<file path="config.mk">
export PLATFORM = sky130hd
export DESIGN_NAME = shift_seq8_flat
export DESIGN_NICKNAME = d
export VERILOG_FILES = /design/src/rtl/shift_seq8_if.sv /design/src/rtl/shift_seq8.sv /design/src/flat_wrapper.sv
export SDC_FILE = /design/constraint.sdc
export NUM_CORES = 1
export LEC_CHECK = 0
export CORE_ASPECT_RATIO = 1.75
export CORE_MARGIN = 8
export CORE_UTILIZATION = 46
export CTS_CLUSTER_SIZE = 12
export DETAILED_ROUTE_END_ITERATION = 16
export PLACE_DENSITY_LB_ADDON = 0.1
export SKIP_CTS_REPAIR_TIMING = 1
export SLEW_MARGIN = 5
export SYNTH_ARGS = -nofsm -noshare
export SYNTH_HDL_FRONTEND = slang
export SYNTH_SLANG_ARGS = --single-unit
</file>
<file path="constraint.sdc">
create_clock -name clock -period 2.03 [get_ports clock]
set_input_delay 0.406 -clock clock [delete_from_list [all_inputs] [get_ports clock]]
set_output_delay 0.406 -clock clock [all_outputs]
set_load 0.1 [all_outputs]
</file>
<file path="src/rtl/shift_seq8_if.sv">
// Command/result bundle between a shift_seq8 sequencer and its requester,
// plus the strobes that drive a slaved universal shift register.
interface shift_seq8_if;
  logic       start;
  logic [1:0] op;
  logic [2:0] amount;
  logic [7:0] din;
  logic       busy;
  logic       done;
  logic [7:0] dout;
  logic       carry;
  logic [1:0] mode;
  logic       shift_en;
  logic       ser_r;
  logic       ser_l;
  logic [7:0] pin;

  modport master (
    output start, op, amount, din,
    input  busy, done, dout, carry, mode, shift_en, ser_r, ser_l, pin
  );

  modport slave (
    input  start, op, amount, din,
    output busy, done, dout, carry, mode, shift_en, ser_r, ser_l, pin
  );
endinterface

</file>
<file path="src/rtl/shift_seq8.sv">
// Multi-cycle 8-bit shift sequencer: one bit per clock, with mode/enable strobes for a slaved shift register.
// Define SHIFT_SEQ_ROTATE_EN to build ROR (op=11); otherwise op=11 completes immediately with dout=din.
module shift_seq8 (
  input  logic        clock,
  input  logic        reset,
  shift_seq8_if.slave bus
);
  localparam int unsigned W  = 8;
  localparam int unsigned CW = 3;

  localparam logic [1:0] OP_SLL = 2'b00;
  localparam logic [1:0] OP_SRL = 2'b01;
  localparam logic [1:0] OP_SRA = 2'b10;
  localparam logic [1:0] OP_ROR = 2'b11;

  localparam logic [1:0] MODE_HOLD  = 2'b00;
  localparam logic [1:0] MODE_RIGHT = 2'b01;
  localparam logic [1:0] MODE_LEFT  = 2'b10;
  localparam logic [1:0] MODE_LOAD  = 2'b11;

  typedef enum logic [1:0] {IDLE, SHIFT, DONE} state_t;

  state_t         state;
  logic [W-1:0]   work;
  logic [CW-1:0]  cnt;
  logic [1:0]     op_q;
  logic [W-1:0]   dout_q;
  logic           carry_q;
  logic           busy_q;
  logic           done_q;

  logic [W-1:0]   work_nx;
  logic           out_bit;
  logic           fill_r;
  logic           direct;

  // One-bit step of the working register and the bit it pushes out
  always_comb begin
    work_nx = work;
    out_bit = 1'b0;
    fill_r  = 1'b0;
    case (op_q)
      OP_SLL: begin
        work_nx = {work[W-2:0], 1'b0};
        out_bit = work[W-1];
      end
      OP_SRL: begin
        work_nx = {1'b0, work[W-1:1]};
        out_bit = work[0];
      end
      OP_SRA: begin
        work_nx = {work[W-1], work[W-1:1]};
        out_bit = work[0];
        fill_r  = work[W-1];
      end
`ifdef SHIFT_SEQ_ROTATE_EN
      OP_ROR: begin
        work_nx = {work[0], work[W-1:1]};
        out_bit = work[0];
        fill_r  = work[0];
      end
`endif
      default: ;
    endcase
  end

  // Commands that need no shift cycles go straight to DONE
  always_comb begin
`ifdef SHIFT_SEQ_ROTATE_EN
    direct = (bus.amount == '0);
`else
    direct = (bus.amount == '0) || (bus.op == OP_ROR);
`endif
  end

  always_ff @(posedge clock or posedge reset) begin
    if (reset) begin
      state   <= IDLE;
      work    <= '0;
      cnt     <= '0;
      op_q    <= OP_SLL;
      dout_q  <= '0;
      carry_q <= 1'b0;
      busy_q  <= 1'b0;
      done_q  <= 1'b0;
    end else begin
      case (state)
        IDLE: begin
          if (bus.start) begin
            work    <= bus.din;
            cnt     <= bus.amount;
            op_q    <= bus.op;
            carry_q <= 1'b0;
            busy_q  <= 1'b1;
            if (direct) begin
              state  <= DONE;
              done_q <= 1'b1;
              dout_q <= bus.din;
            end else begin
              state  <= SHIFT;
            end
          end
        end
        SHIFT: begin
          work <= work_nx;
          cnt  <= cnt - CW'(1);
          if (cnt == CW'(1)) begin
            state   <= DONE;
            done_q  <= 1'b1;
            dout_q  <= work_nx;
            carry_q <= out_bit;
          end
        end
        DONE: begin
          state  <= IDLE;
          done_q <= 1'b0;
          busy_q <= 1'b0;
        end
        default: state <= IDLE;
      endcase
    end
  end

  // Slave-register strobes, valid ahead of each rising edge
  always_comb begin
    bus.mode     = MODE_HOLD;
    bus.shift_en = 1'b0;
    bus.ser_r    = 1'b0;
    case (state)
      IDLE: begin
        if (bus.start) begin
          bus.mode     = MODE_LOAD;
          bus.shift_en = 1'b1;
        end
      end
      SHIFT: begin
        bus.mode     = (op_q == OP_SLL) ? MODE_LEFT : MODE_RIGHT;
        bus.shift_en = 1'b1;
        bus.ser_r    = fill_r;
      end
      default: ;
    endcase
  end

  assign bus.ser_l = 1'b0;
  assign bus.pin   = bus.din;
  assign bus.busy  = busy_q;
  assign bus.done  = done_q;
  assign bus.dout  = dout_q;
  assign bus.carry = carry_q;
endmodule
</file>
<file path="src/flat_wrapper.sv">
// flat-port wrapper written by rule: the top's interface ports become plain ports
module shift_seq8_flat 
  (clock, reset, bus_start, bus_op, bus_amount, bus_din, bus_busy, bus_done, bus_dout, bus_carry, bus_mode, bus_shift_en, bus_ser_r, bus_ser_l, bus_pin);
  shift_seq8_if bus_i ();
  input  logic clock;
  input  logic reset;
  input wire logic [$bits(bus_i.start)-1:0] bus_start;
  input wire logic [$bits(bus_i.op)-1:0] bus_op;
  input wire logic [$bits(bus_i.amount)-1:0] bus_amount;
  input wire logic [$bits(bus_i.din)-1:0] bus_din;
  output wire logic [$bits(bus_i.busy)-1:0] bus_busy;
  output wire logic [$bits(bus_i.done)-1:0] bus_done;
  output wire logic [$bits(bus_i.dout)-1:0] bus_dout;
  output wire logic [$bits(bus_i.carry)-1:0] bus_carry;
  output wire logic [$bits(bus_i.mode)-1:0] bus_mode;
  output wire logic [$bits(bus_i.shift_en)-1:0] bus_shift_en;
  output wire logic [$bits(bus_i.ser_r)-1:0] bus_ser_r;
  output wire logic [$bits(bus_i.ser_l)-1:0] bus_ser_l;
  output wire logic [$bits(bus_i.pin)-1:0] bus_pin;
  assign bus_i.start = bus_start;
  assign bus_i.op = bus_op;
  assign bus_i.amount = bus_amount;
  assign bus_i.din = bus_din;
  assign bus_busy = bus_i.busy;
  assign bus_done = bus_i.done;
  assign bus_dout = bus_i.dout;
  assign bus_carry = bus_i.carry;
  assign bus_mode = bus_i.mode;
  assign bus_shift_en = bus_i.shift_en;
  assign bus_ser_r = bus_i.ser_r;
  assign bus_ser_l = bus_i.ser_l;
  assign bus_pin = bus_i.pin;
  shift_seq8 u_core (.clock(clock), .reset(reset), .bus(bus_i));
endmodule
</file>
==> impl_metrics.csv <==
group,metric,value,unit
setup_path,worstRegToRegCells,7,
logic_synthesis,syn_inst,166,
clock_tree,max-clock-path-buffers,2,
global_route,grt_max_degree,27,
die,die_x,60.0,microns
setup_path,cp-start-kind,"primary input",
layout,num_antenna_cells,0,
timing,skew,0.00771,ns
logic_synthesis,synth_flop_cell,"dfrtp_1",
layout,nets,223,
setup_path,crit_path_max_fanout,3,
layout,num-fill-cells,279,
setup_path,crit_type,"primary input to primary output",
clock_tree,cts_tree,"yes",
setup_path,arrival,1.56,ns
logic_synthesis,yosys_register_bits,26,
timing,rsz0062_at_grt,"no",
detailed_routing,finalWirelength,3780,microns
logic_synthesis,async_reset_ff_share,100,%
logic_synthesis,synth_seq_area_share,41.8,%
place,dpl_worst_slack,0.0390,ns
clock_tree,cts_buffers,3,
timing,clock.fmax,508,MHz
timing,setup-violations-final,0,
global_route,busiest_layer,"met2",
setup_path,r2r_setup_slack,0.33,ns
clock_tree,clock_tree.root_cell,"clkbuf_8",
logic_synthesis,syn-num-nets,188,
global_route,gr-usage-met1,15.2,%
timing,hold_viol,0,
global_route,antenna_found_initial,0,
global_route,grt_pass1_vias,1471,
clock_tree,clkTransAtPathRegs,0.09,ns
die,rows,28,
die,die_area,5580,sq um
logic_synthesis,ys_warn_count,0,
die,core_area,3330,sq um
die,ios,40,
global_route,track_usage,15.1,%
timing,slew_violations,0,
layout,drive_gt1_share,27.0,%
die,start_util,46.8,%
setup_path,end_kind,"primary output",
logic_synthesis,syn_area_per_cell,9.38,sq um
timing,fin_crit,1.97,ns
place,io_buffer_count,38,
global_route,use_met2,27.5,%
setup_path,cp.required,1.62,ns
detailed_routing,drt-pass1-iter-count,4,
detailed_routing,drt_iter0_drc,38,
die,fp.dieH,93.0,microns
min_path,hold_path_class,"primary input to asynchronous set/reset pin",
clock_tree,clock_latency,0.27,ns
timing,tightest_slew,0.518,ns
logic_synthesis,syn_area,1560,sq um
detailed_routing,drc_errors,0,
layout,regArea,652,sq um
detailed_routing,drtAntennaViolNets,0,
timing,maxSlewHeadroom,65.5,%
job,cap_violations,0,
place,place_congestion,0.810,
timing,timing.final.crit_share,97.0,%
global_route,grt_use_met3,2.89,%
detailed_routing,viasPerCell,5.32,
global_route,grt_pass1_wl,6600,microns
run_status,outcome,"complete, no violations",
logic_synthesis,synth_edf_count,0,
clock_tree,cts_max_level,1,
layout,multi_input_area,738,sq um
timing,setup_ws,0.0600,ns
detailed_routing,wl_per_cell,15.4,microns
layout,syn_to_final_growth,36.4,%
place,hpwl,3000,microns
global_route,gr-total-overflow,0,
clock_tree,clkSinkCount,26,
detailed_routing,vias,1304,
logic_synthesis,synth.distinct_cells,38,
layer usage:
metal  vias to the layer above  routed length [microns]  share of wire (%)
li1                        627                        -                  -
met1                       631                     1390                 37
met2                        38                     2110                 56
met3                         8                      191                5.1
met4                         0                       88                2.3
met5                         -                        0                  0
state kept, by name (all words and copies together), names as in the netlist:
signal / cells
u_core.work: 8
u_core.cnt: 3
u_core.op_q: 2
u_core.bus.busy: 1
u_core.bus.dout: 8
u_core.bus.done: 1
u_core.bus.carry: 1
u_core.state: 2
final cells by class:
cell class / instances / area share (%)
Inverter: 20 / 3.53
Multi-Input combinational cell: 102 / 34.7
Sequential cell: 26 / 30.7
Timing Repair Buffer: 48 / 25.8
Tap cell: 45 / 2.65
Clock buffer: 4 / 2.59
worst max-delay path: stages:
cell and delay, ns:
clkdlybuf4s50_1 0.55, nor2_1 0.05, or2_2 0.30, inv_2 0.09, buf_12 0.17
layout by cell type (no fill, tap or decap), drive strengths merged, types with 3 or more instances in the layout:
| cell type | count |
|---|---|
| dfrtp | 26 |
| mux2 | 5 |
| a221oi | 5 |
| a21oi | 16 |
| nand2b | 3 |
| nand2 | 14 |
| inv | 20 |
| ha | 6 |
| mux2i | 6 |
| clkbuf | 4 |
| o21ai | 16 |
| nor2 | 4 |
| buf | 33 |
| clkdlybuf4s50 | 15 |
| o21a | 3 |
metrics by stage:
step / utilization, % / instances / cell area (sq um) / setup TNS [ns] / hold slack (ns)
after global placement: 61.7 / 241 / 2050 / 0 / 0.466
after floorplan: - / 166 / 1580 / 0 / 0.446
after global routing: 63.8 / 245 / 2120 / 0 / 0.516
after detailed placement: 61.7 / 241 / 2050 / 0 / 0.475
final: 63.8 / 245 / 2120 / 0 / 0.493
after CTS: 63.3 / 245 / 2110 / -0.0701 / 0.496
cell families after synthesis:
family / count (synthesis) / synth area share [%]
AO/OA/AOI/OAI: 53 / 21.8
buffers and inverters: 38 / 13.3
AND/OR/NAND/NOR: 31 / 10.1
flip-flops: 26 / 41.8
multiplexers: 11 / 7.95
adder cells (fa/ha/maj): 6 / 4.82
other: 1 / 0.241
Yosys cell counts, types with 3 or more instances:
| library cell | instances | share of area (%) |
|---|---|---|
| dfrtp_1 | 26 | 42 |
| inv_1 | 20 | 4.8 |
| a21oi_1 | 15 | 4.8 |
| nand2_1 | 14 | 3.4 |
| o21ai_0 | 14 | 4.5 |
| buf_4 | 10 | 4.8 |
| ha_1 | 6 | 4.8 |
| mux2i_1 | 6 | 3.9 |
| a221oi_1 | 5 | 2.8 |
| nor2_1 | 4 | 0.96 |
| buf_2 | 3 | 0.96 |
| buf_6 | 3 | 2.2 |
| mux2_2 | 3 | 2.2 |
| o21a_1 | 3 | 1.4 |
worst paths after layout:
path,endpoint,startpoint
max,bus_shift_en,bus_start
min,u_core.op_q[0],reset
max reg2reg,u_core.work[5],u_core.op_q[0]
min reg2reg,u_core.bus.done,u_core.bus.done
max in group asynchronous,u_core.state[0],reset
min in group clock,u_core.bus.done,u_core.bus.done
Power is left out: the tool's default activity adds up to more than one toggle a clock period on the data nets, which glitch-free logic cannot reach.
